### config.mk
export PLATFORM = sky130hd
export DESIGN_NAME = seq_divider
export DESIGN_NICKNAME = d
export VERILOG_FILES = /design/src/rtl/seq_divider.sv
export SDC_FILE = /design/constraint.sdc
export NUM_CORES = 1
export LEC_CHECK = 0
export ABC_AREA = 1
export CORE_UTILIZATION = 56
export CTS_BUF_LIST = sky130_fd_sc_hd__clkbuf_8 sky130_fd_sc_hd__clkbuf_16
export CTS_CLUSTER_DIAMETER = 120
export DETAILED_ROUTE_END_ITERATION = 12
export GPL_TIMING_DRIVEN = 0
export PLACE_DENSITY = 0.83
export SLEW_MARGIN = 20
export SYNTH_ARGS = -nofsm -noshare
export SYNTH_HDL_FRONTEND = slang
export SYNTH_SLANG_ARGS = --single-unit
export TNS_END_PERCENT = 30
### constraint.sdc
create_clock -name clk -period 3.9 [get_ports clk]
set_input_delay 1.17 -clock clk [delete_from_list [all_inputs] [get_ports clk]]
set_output_delay 1.17 -clock clk [all_outputs]
set_load 0.05 [all_outputs]
### src/rtl/seq_divider.sv
// Multi-cycle restoring divider: one quotient bit per clock, MSB first, with
// valid/ready handshakes. Optional early exit under SEQ_DIVIDER_EARLY_EXIT_EN.
module seq_divider #(
    parameter int DW = 8,
    parameter int VW = 4
) (
    input  logic          clk,
    input  logic          rst,
    input  logic          in_valid,
    output logic          in_ready,
    input  logic [DW-1:0] dividend,
    input  logic [VW-1:0] divisor,
    output logic          out_valid,
    input  logic          out_ready,
    output logic [DW-1:0] quotient,
    output logic [VW-1:0] remainder,
    output logic          div_by_zero
);

    localparam int CW = (DW > 1) ? $clog2(DW) : 1;

    typedef enum logic [1:0] {IDLE, RUN, DONE} state_t;

    state_t        state_q, state_d;
    // Dividend bits leave from the top while quotient bits enter at the bottom.
    logic [DW-1:0] work_q, work_d;
    logic [VW-1:0] divisor_q, divisor_d;
    logic [VW:0]   prem_q, prem_d;
    logic [CW-1:0] cnt_q, cnt_d;
    logic [DW-1:0] quot_q, quot_d;
    logic [VW-1:0] rem_q, rem_d;
    logic          dbz_q, dbz_d;
    logic          out_valid_q, out_valid_d;
    logic          in_ready_q, in_ready_d;

    logic [VW+1:0] shifted;
    logic [VW+1:0] trial;
    logic          q_bit;
    logic          accept;
    logic          consume;
    logic          early;

    assign accept  = in_valid & in_ready_q;
    assign consume = out_valid_q & out_ready;

`ifdef SEQ_DIVIDER_EARLY_EXIT_EN
    assign early = (dividend < DW'(divisor));
`else
    assign early = 1'b0;
`endif

    // Top bit of shifted is always zero, so trial[VW+1] acts as the borrow.
    assign shifted = {prem_q, work_q[DW-1]};
    assign trial   = shifted - {2'b00, divisor_q};
    assign q_bit   = ~trial[VW+1];

    always_comb begin
        // NOTE: every signal gets a default first so no path leaves one unassigned and infers a latch.
        state_d   = state_q;
        work_d    = work_q;
        divisor_d = divisor_q;
        prem_d    = prem_q;
        cnt_d     = cnt_q;
        quot_d    = quot_q;
        rem_d     = rem_q;
        dbz_d     = dbz_q;

        case (state_q)
            IDLE: begin
                if (accept) begin
                    work_d    = dividend;
                    divisor_d = divisor;
                    if (divisor == '0) begin
                        quot_d  = '1;
                        rem_d   = '1;
                        dbz_d   = 1'b1;
                        state_d = DONE;
                    end else if (early) begin
                        quot_d  = '0;
                        rem_d   = dividend[VW-1:0];
                        dbz_d   = 1'b0;
                        state_d = DONE;
                    end else begin
                        prem_d  = '0;
                        cnt_d   = CW'(DW - 1);
                        dbz_d   = 1'b0;
                        state_d = RUN;
                    end
                end
            end
            RUN: begin
                prem_d = q_bit ? trial[VW:0] : shifted[VW:0];
                work_d = (work_q << 1) | DW'(q_bit);
                if (cnt_q == '0) begin
                    quot_d  = work_d;
                    rem_d   = prem_d[VW-1:0];
                    state_d = DONE;
                end else begin
                    cnt_d = cnt_q - CW'(1);
                end
            end
            DONE: begin
                if (consume) state_d = IDLE;
            end
            default: state_d = IDLE;
        endcase
    end

    // The result is presented one cycle after DONE is entered, and drops on the consuming edge.
    assign out_valid_d = (state_q == DONE) & ~consume;
    assign in_ready_d  = (state_d == IDLE);

    // NOTE: there is no storage array here, so every register takes a defined reset value.
    always_ff @(posedge clk or posedge rst) begin
        if (rst) begin
            state_q     <= IDLE;
            work_q      <= '0;
            divisor_q   <= '0;
            prem_q      <= '0;
            cnt_q       <= '0;
            quot_q      <= '0;
            rem_q       <= '0;
            dbz_q       <= 1'b0;
            out_valid_q <= 1'b0;
            in_ready_q  <= 1'b1;
        end else begin
            // NOTE: non-blocking assignments so every register samples pre-edge values.
            state_q     <= state_d;
            work_q      <= work_d;
            divisor_q   <= divisor_d;
            prem_q      <= prem_d;
            cnt_q       <= cnt_d;
            quot_q      <= quot_d;
            rem_q       <= rem_d;
            dbz_q       <= dbz_d;
            out_valid_q <= out_valid_d;
            in_ready_q  <= in_ready_d;
        end
    end

    assign in_ready    = in_ready_q;
    assign out_valid   = out_valid_q;
    assign quotient    = quot_q;
    assign remainder   = rem_q;
    assign div_by_zero = dbz_q;

endmodule

==> metrics.csv, run 1 <==
metric,value,unit
fin_crit_sh,0.710,
p_switching,1.11,mW
synth_area_leader_cell,dfrtp_1,
tightestPinTransition,0.741,ns
nFillCells,241,
ys_top_cells_by_area,"dfrtp_1 (49%), nand2_1 (11%), inv_1 (6.1%), o21ai_0 (5.1%), nand3_1 (4.9%)",
grt_pass1_vias,1501,
htree_num_levels,2,
p_leak,1.14,nW
clock_latency,0.28,ns
power_frac_clock,0.161,
worstPathMaxFanout,2,
area_growth,26.3,%
crit_type,reg2out,
final_antenna_net_count,0,
start_util,0.598,
status,finished clean,
switching_share,0.465,
finalCriticalPeriod,2.77,ns
antenna_found_initial,0,
root_buffer,clkbuf_8,
layout.nets,285,
max_freq,361,MHz
drv_cap,0,
grt.busiest_layer,met2,
cts.sinks,37,
grt_start_max_net_pins,38,
use_met2,0.441,
clk_pin_slew,0.07,ns
grt_pass1_wl,6590,um
layout_common_cells,"nand2_1 (56), dfrtp_1 (36), clkdlybuf4s50_1 (30)",
num_antenna_cells,0,
met1_usage,0.326,
maxSlewViolCount,0,
rsz0062_at_grt,false,
syn_inst,225,
drtIter0Drc,158,
routed_wl,3900,um
fin_tns_setup,0,ns
cp_cell_sequence,clkdlybuf4s50_1,
synthesis.area,1860,um^2
p_int,1.28,mW
viasPerCell,5.19,
grt_remaining_overflow,0,
synth_nets,248,
ys_types,25,
cts_buffers,5,
die_x,59.6,um
max_stage_delay,0.79,ns
track_usage,0.255,
yosys.area.top_type_share,0.485,
yosysSeqAreaShare,0.499,
clockBufferDepth,2,
cpMaxStageDelayCell,clkdlybuf4s50_1,
yosys_warnings,0,
holdBufCountCts,0,
worstPathRequired,2.73,ns
synth-seq-cells,37,
hold_class,reg2reg,
dieArea,3550,um^2
dpl.hpwl,2750,um
final_common_cell,nand2_1,
drive_gt1_frac,0.0722,
path_buf_inv,1,
die_y,59.6,um
cts_tree,yes,
syn_avg_cell_area,8.25,um^2
pin_count,31,
cts_setup_buffers,0,
num_vias,1594,
powerDensity,1020,nW/um^2
pwr-share-seq,0.281,
timing_hold_violations_final,0,
slew_headroom,0.505,
firstDrtPassIters,4,
fin_skew,0.00738,ns
route.detailed.wl_per_inst,12.7,um
seq_area,927,um^2
num_rows,20,
arrival,1.60,ns
drc,0,
endpoint_kind,output pin,
use_met3,0.0568,
numPortBuffers,30,
peakVddDrop,0.596,mV
fin_area,2350,um^2
core,3100,um^2
dpl_cell_area,2210,um^2
multi_input_area,767,um^2
p_comb_frac,0.558,
startpoint_type,flop,
ctsResizeCount,0,
critPathTopFamily,buffers and inverters,
setup_viol,0,
gp_congestion,0.864,
==> cell type report <==
| cell class | count | area share |
|---|---|---|
| buffer | 7 | 0.0165 |
| clock buffer | 5 | 0.0293 |
| clock inverter | 3 | 0.0277 |
| inverter | 33 | 0.0528 |
| multi-input combinational | 148 | 0.327 |
| sequential | 37 | 0.395 |
| tap | 44 | 0.0235 |
| timing repair buffer | 30 | 0.128 |
==> registers in the layout, indices dropped and copies added (netlist names) <==
register	count
divisor_q	4
remainder	4
out_valid	1
cnt_q	3
div_by_zero	1
work_q	8
state_q	2
prem_q	5
quotient	8
in_ready	1
==> synthesized netlist by cell type, drive strengths merged <==
master,count
clkbuf,4
dfstp,1
nor2,17
a211oi,1
ha,6
buf,3
o211ai,7
nand3b,1
xor2,2
dfrtp,36
inv,33
fa,1
nand4,3
a31oi,8
nand2,57
nor2b,1
o21ai,20
a21oi,6
nand3,18
==> path summary, 6_finish.rpt <==
path / cells past startpoint / endpoint / startpoint / slack [ns]
setup / recovery: 1 / in_ready / in_ready$_DFF_PP1_ / 1.13
hold / removal: 2 / remainder[0]$_DFFE_PP0P_ / remainder[0]$_DFFE_PP0P_ / 0.49
setup reg to reg: 9 / work_q[0]$_DFFE_PP0P_ / prem_q[1]$_DFFE_PP0P_ / 2.04
hold reg to reg: 2 / remainder[0]$_DFFE_PP0P_ / remainder[0]$_DFFE_PP0P_ / 0.49
max in group asynchronous: 2 / cnt_q[0]$_DFFE_PP0P_ / rst / 2.09
min in group asynchronous: 2 / work_q[3]$_DFFE_PP0P_ / rst / 1.34
==> cells by family after synthesis <==
| logic type | Yosys count | synth area share |
|---|---|---|
| and+or+nand+nor | 97 | 0.221 |
| AOI/OAI and AO/OA | 42 | 0.131 |
| buffers and inverters | 40 | 0.0876 |
| DFF | 37 | 0.499 |
| adders and majority gates | 7 | 0.0512 |
| xor gates and xnor gates | 2 | 0.00944 |
==> power groups by stage <==
stage | combinational [mW] | sequential, mW | clock (mW)
global route | 1.48 | 0.688 | 0.409
global placement | 1.28 | 0.668 | 0
floorplan | 0.749 | 0.885 | 0
detailed placement | 1.31 | 0.674 | 0
finish | 1.33 | 0.671 | 0.384
CTS | 1.33 | 0.669 | 0.389
==> worst reg2reg max path, stage by stage (launching register included) <==
cell and delay, ns:
dfrtp_1 0.42, ha_1 0.35, nand2_1 0.10, nand2_1 0.07, nand2_1 0.10, nand3_1 0.11, nand2_1 0.11, nand2_1 0.13
o21ai_0 0.21, o21ai_0 0.13
==> metal layers <==
| metal | wire [um] | up-vias | share of wire |
|---|---|---|---|
| li1 | - | 803 | - |
| met1 | 1650 | 737 | 0.42 |
| met2 | 1960 | 50 | 0.50 |
| met3 | 273 | 4 | 0.070 |
| met4 | 30 | 0 | 0.0077 |
| met5 | 0 | - | 0 |
==> through the flow <==
stage / setup WS [ns] / power, mW / utilization / instances / hold slack (ns)
after floorplan: 1.79 / 1.63 / - / 225 / 0.453
after global placement: 1.13 / 1.94 / 0.713 / 299 / 0.471
after global routing: 1.09 / 2.57 / 0.756 / 307 / 0.511
after CTS: 1.12 / 2.38 / 0.756 / 307 / 0.499
final: 1.13 / 2.38 / 0.756 / 307 / 0.491
after detailed placement: 1.13 / 1.98 / 0.713 / 299 / 0.477
Power figures use the tool's default switching activity.
==> run 2: changes to the inputs <==
Settings changed: CORE_UTILIZATION 56 to 52, PLACE_DENSITY 0.83 to 0.78.
Clock period 3.9 ns to 2.75 ns, I/O delays scaled along.
==> run 2 against run 1 <==
Cell area decreased by 0.48%. Clock skew barely moved. Die area increased by 7.4%. First-iteration DRC count is 42% lower. Sequential share of layout area up 0.19 points. Core utilization is 6.7 points lower. Critical path depth unchanged. Critical path type unchanged. Hold slack got worse by 0.0039 ns. Non-clock buffer count did not move. Via count fell by 3.0%. Register-to-register slack got worse by 1.1 ns. Largest power group unchanged. Sequential power up 41%.
==> metrics.csv, run 2 (synthesized netlist as in run 1, its figures left out) <==
metric,value,unit,change
clockBufferDepth,2,,unchanged
holdWs,0.487,ns,-0.00390 ns
tightestPinTransition,0.760,ns,+0.0186 ns
final_util,0.689,,-0.0672
ctsResizeCount,0,,unchanged
final_common_cell,nand2_1,,
grt_start_max_net_pins,38,,unchanged
layout.nets,285,,unchanged
peakVddDrop,0.625,mV,+4.9%
drive_gt1_frac,0.0722,,unchanged
startpoint_type,flop,,
area_growth,25.7,%,
rsz0062_at_grt,false,,
gp_congestion,0.858,,-0.66%
drtIter0Drc,92,,-42%
timing_hold_violations_final,0,,unchanged
path_buf_inv,1,,unchanged
clock_latency,0.29,ns,about the same
root_buffer,clkbuf_8,,
setup_viol,0,,unchanged
antenna_found_initial,0,,unchanged
slew_headroom,0.493,,-0.0124
clk_pin_slew,0.07,ns,about the same
layout_common_cells,"nand2_1 (56), dfrtp_1 (36), clkdlybuf4s50_1 (30)",,
fin_crit_sh,0.884,,
dieArea,3810,um^2,+7.4%
cts_tree,yes,,
crit_type,reg2out,,
route.detailed.wl_per_inst,12.4,um,-2.6%
hold_class,reg2reg,,
die_x,61.8,um,+3.7%
core,3390,um^2,+9.2%
track_usage,0.235,,-0.0206
finalCriticalPeriod,2.43,ns,
holdBufCountCts,0,,unchanged
setup_ws,0.318,ns,-0.811 ns
num_vias,1546,,-3.0%
worstPathMaxFanout,2,,unchanged
worst-r2r-setup-slack,0.98,ns,-1.06 ns
cp_cell_sequence,clkdlybuf4s50_1,,
cts_buffers,5,,unchanged
arrival,1.61,ns,about the same
cts_setup_buffers,0,,unchanged
grt_remaining_overflow,0,,unchanged
routed_wl,3830,um,-1.9%
num_antenna_cells,0,,unchanged
pin_count,31,,unchanged
drc,0,,unchanged
fin_tns_setup,0,ns,unchanged
start_util,0.548,,-0.0506
critPathTopFamily,buffers and inverters,,
status,finished clean,,
p_leak,1.13,nW,-0.94%
endpoint_kind,output pin,,
cts.sinks,37,,unchanged
firstDrtPassIters,4,,unchanged
max_stage_delay,0.79,ns,about the same
numPortBuffers,30,,unchanged
cpMaxStageDelayCell,clkdlybuf4s50_1,,
worstPathRequired,1.93,ns,-0.80 ns
grt_pass1_vias,1410,,-6.1%
num_rows,21,,+5.0%
powerDensity,1410,nW/um^2,+39%
maxSlewViolCount,0,,unchanged
drv_cap,0,,unchanged
p_total,3.30,mW,+38%
htree_num_levels,2,,unchanged
viasPerCell,5.00,,-3.6%
dpl.hpwl,2850,um,+3.5%
final_antenna_net_count,0,,unchanged
fin_skew,0.00741,ns,+0.0000305 ns
max_freq,411,MHz,
grt_pass1_wl,6290,um,-4.6%
die_y,61.8,um,+3.7%
place_ws,0.323,ns,-0.808 ns
==> run 2: cell count changes in the layout (fill, tap and decap cells not counted), sizes merged <==
cell,change
bufinv,-1
clkbuf,+1
clkinv,-1
clkinvlp,+1
==> run 2: power by group <==
| group | switching (mW) | internal, mW | total, mW |
|---|---|---|---|
| clock | 0.196 | 0.295 | 0.490 |
| combinational | 1.22 | 0.638 | 1.86 |
| sequential | 0.137 | 0.809 | 0.946 |
| total | 1.56 | 1.74 | 3.30 |
==> run 2: layer usage <==
layer  wire, um  part of all wire  track usage  vias to the layer above
met3        195             0.051       0.0518                        7
met2       1880              0.49        0.392                       40
met5          0                 0            0                        -
met1       1690              0.44        0.298                      699
met4         62             0.016       0.0952                        0
li1           -                 -            -                      800
==> run 2: cell type report <==
type | instances | area [um^2]
fill | 270 | 1050
timing repair buffer | 30 | 300
sequential | 37 | 927
clock inverter | 2 | 37.5
multi-input combinational | 148 | 767
tap | 46 | 57.6
clock buffer | 6 | 82.6
inverter | 33 | 124
buffer | 7 | 38.8
==> run 2: through the flow <==
stage / instances / area (um^2)
after global routing: 309 / 2330
final: 309 / 2330
after detailed placement: 301 / 2210
after global placement: 301 / 2210
after floorplan: 225 / 1860
after CTS: 309 / 2330
==> run 2: final timing paths <==
kind	startpoint	end	depth (start not counted)
max	in_ready$_DFF_PP1_	in_ready	1
min	divisor_q[3]$_DFFE_PP0P_	divisor_q[3]$_DFFE_PP0P_	2
max reg2reg	prem_q[2]$_DFFE_PP0P_	remainder[1]$_DFFE_PP0P_	10
min reg2reg	divisor_q[3]$_DFFE_PP0P_	divisor_q[3]$_DFFE_PP0P_	2
max in group asynchronous	rst	prem_q[3]$_DFFE_PP0P_	2
min in group asynchronous	rst	work_q[1]$_DFFE_PP0P_	2
==> run 3: changes to the inputs <==
Settings changed: GPL_TIMING_DRIVEN 0 to 1.
==> run 3 against run 2 <==
Routed wire length down 5.8%. Hold slack better by 0.0080 ns. First-iteration DRC count down 4.3%. Largest cell class unchanged. Highest routed layer unchanged.
==> metrics.csv, run 3 (synthesized netlist as in run 1, its figures left out) <==
metric,value,unit,change
final_antenna_net_count,0,,unchanged
drv_cap,0,,unchanged
num_vias,1559,,+0.84%
holdBufCountCts,0,,unchanged
met3_length,189,um,-3.1%
cts_tree,yes,,
p_leak,1.11,nW,-1.2%
drtIter0Drc,88,,-4.3%
final_common_cell,nand2_1,,
layout.nets,281,,-1.4%
max_stage_delay,0.79,ns,about the same
grt_remaining_overflow,0,,unchanged
die_x,61.8,um,unchanged
dr.max_layer_used,met4,,
fin_crit_sh,0.888,,+0.00382
wl_met1,1630,um,-3.6%
crit_type,reg2out,,
num_antenna_cells,0,,unchanged
die_y,61.8,um,unchanged
max_freq,409,MHz,-0.43%
pin_count,31,,unchanged
num_rows,21,,unchanged
critPathTopFamily,buffers and inverters,,
status,finished clean,,
route.detailed.wl_per_inst,11.8,um,-4.6%
finalCriticalPeriod,2.44,ns,+0.0105 ns
cts.sinks,37,,unchanged
start_util,0.548,,unchanged
antenna_found_initial,0,,unchanged
grt_pass1_wl,6050,um,-3.7%
cp_cell_sequence,clkdlybuf4s50_1,,
dieArea,3810,um^2,unchanged
path_buf_inv,1,,unchanged
htree_num_levels,2,,unchanged
fin_skew,0.00445,ns,-0.00296 ns
numPortBuffers,30,,unchanged
hold_class,reg2reg,,
final_util,0.673,,-0.0159
viasPerCell,5.11,,+2.2%
dpl.hpwl,2650,um,-7.3%
reg2reg_depth,10,,unchanged
rsz0062_at_grt,false,,
holdWs,0.495,ns,+0.00801 ns
fin_tns_setup,0,ns,unchanged
grt_pass1_vias,1482,,+5.1%
layout_common_cells,"nand2_1 (56), dfrtp_1 (36), inv_1 (31)",,
timing_hold_violations_final,0,,unchanged
layout.cells.non_filler,305,,-1.3%
track_usage,0.223,,-0.0112
powerDensity,1370,nW/um^2,-2.8%
worstPathRequired,1.93,ns,about the same
root_buffer,clkbuf_8,,
core,3390,um^2,unchanged
clock_latency,0.29,ns,about the same
drive_gt1_frac,0.0656,,-0.00661
clockBufferDepth,2,,unchanged
clk_pin_slew,0.07,ns,about the same
area_growth,22.8,%,
setup_viol,0,,unchanged
slew_headroom,0.668,,+0.176
tightestPinTransition,0.496,ns,-0.264 ns
firstDrtPassIters,4,,unchanged
whs_path_depth,2,,unchanged
routed_wl,3610,um,-5.8%
endpoint_kind,output pin,,
startpoint_type,flop,,
grt_start_max_net_pins,38,,unchanged
cpMaxStageDelayCell,clkdlybuf4s50_1,,
ctsResizeCount,0,,unchanged
cts_buffers,5,,unchanged
peakVddDrop,0.743,mV,+19%
wl_met2,1730,um,-8.3%
arrival,1.62,ns,about the same
placedCellCount,297,,-1.3%
p_total,3.13,mW,-5.0%
drc,0,,unchanged
crit_cells,1,,unchanged
worstPathMaxFanout,2,,unchanged
maxSlewViolCount,0,,unchanged
cts_setup_buffers,0,,unchanged
gp_congestion,0.827,,-3.6%
-- run 3: cell count changes in the layout (fill, tap and decap cells not counted), moves of 2 or more --
cell      delta
buf_4        +2
clkinv_2     +2
clkbuf_1     -4
inv_1        +2
-- run 3: final cells by class --
type,instances,area (um^2)
Clock buffer,5,68.8
Clock inverter,3,13.8
Fill cell,273,1110
Inverter,33,124
Multi-Input combinational cell,148,767
Sequential cell,37,927
Tap cell,46,57.6
Timing Repair Buffer,33,323
-- run 3: metrics by stage --
| step | worst slack (ns) | area (um^2) |
|---|---|---|
| floorplan | 0.983 | 1860 |
| global placement | 0.401 | 2200 |
| detailed placement | 0.306 | 2200 |
| CTS | 0.295 | 2280 |
| finish | 0.308 | 2280 |
| global route | 0.278 | 2280 |
-- run 3: final timing paths --
check                                         start                        to  slack, ns
setup / recovery                 in_ready$_DFF_PP1_                  in_ready       0.31
hold / removal             divisor_q[0]$_DFFE_PP0P_  divisor_q[0]$_DFFE_PP0P_       0.49
setup reg to reg              prem_q[2]$_DFFE_PP0P_  remainder[0]$_DFFE_PP0P_       0.92
hold reg to reg            divisor_q[0]$_DFFE_PP0P_  divisor_q[0]$_DFFE_PP0P_       0.49
max in group asynchronous                       rst        in_ready$_DFF_PP1_       1.47
min in group asynchronous                       rst     work_q[2]$_DFFE_PP0P_       0.93
-- run 3: where the power goes --
| part | switching [mW] | internal (mW) | total [mW] |
|---|---|---|---|
| combinational | 1.19 | 0.622 | 1.81 |
| clock | 0.193 | 0.172 | 0.365 |
| sequential | 0.147 | 0.810 | 0.956 |
| total | 1.53 | 1.60 | 3.13 |
-- run 3: metal layers --
metal	track usage	vias to the layer above
li1	-	795
met1	0.275	720
met2	0.363	37
met3	0.0787	7
met4	0.0857	0
met5	0	-
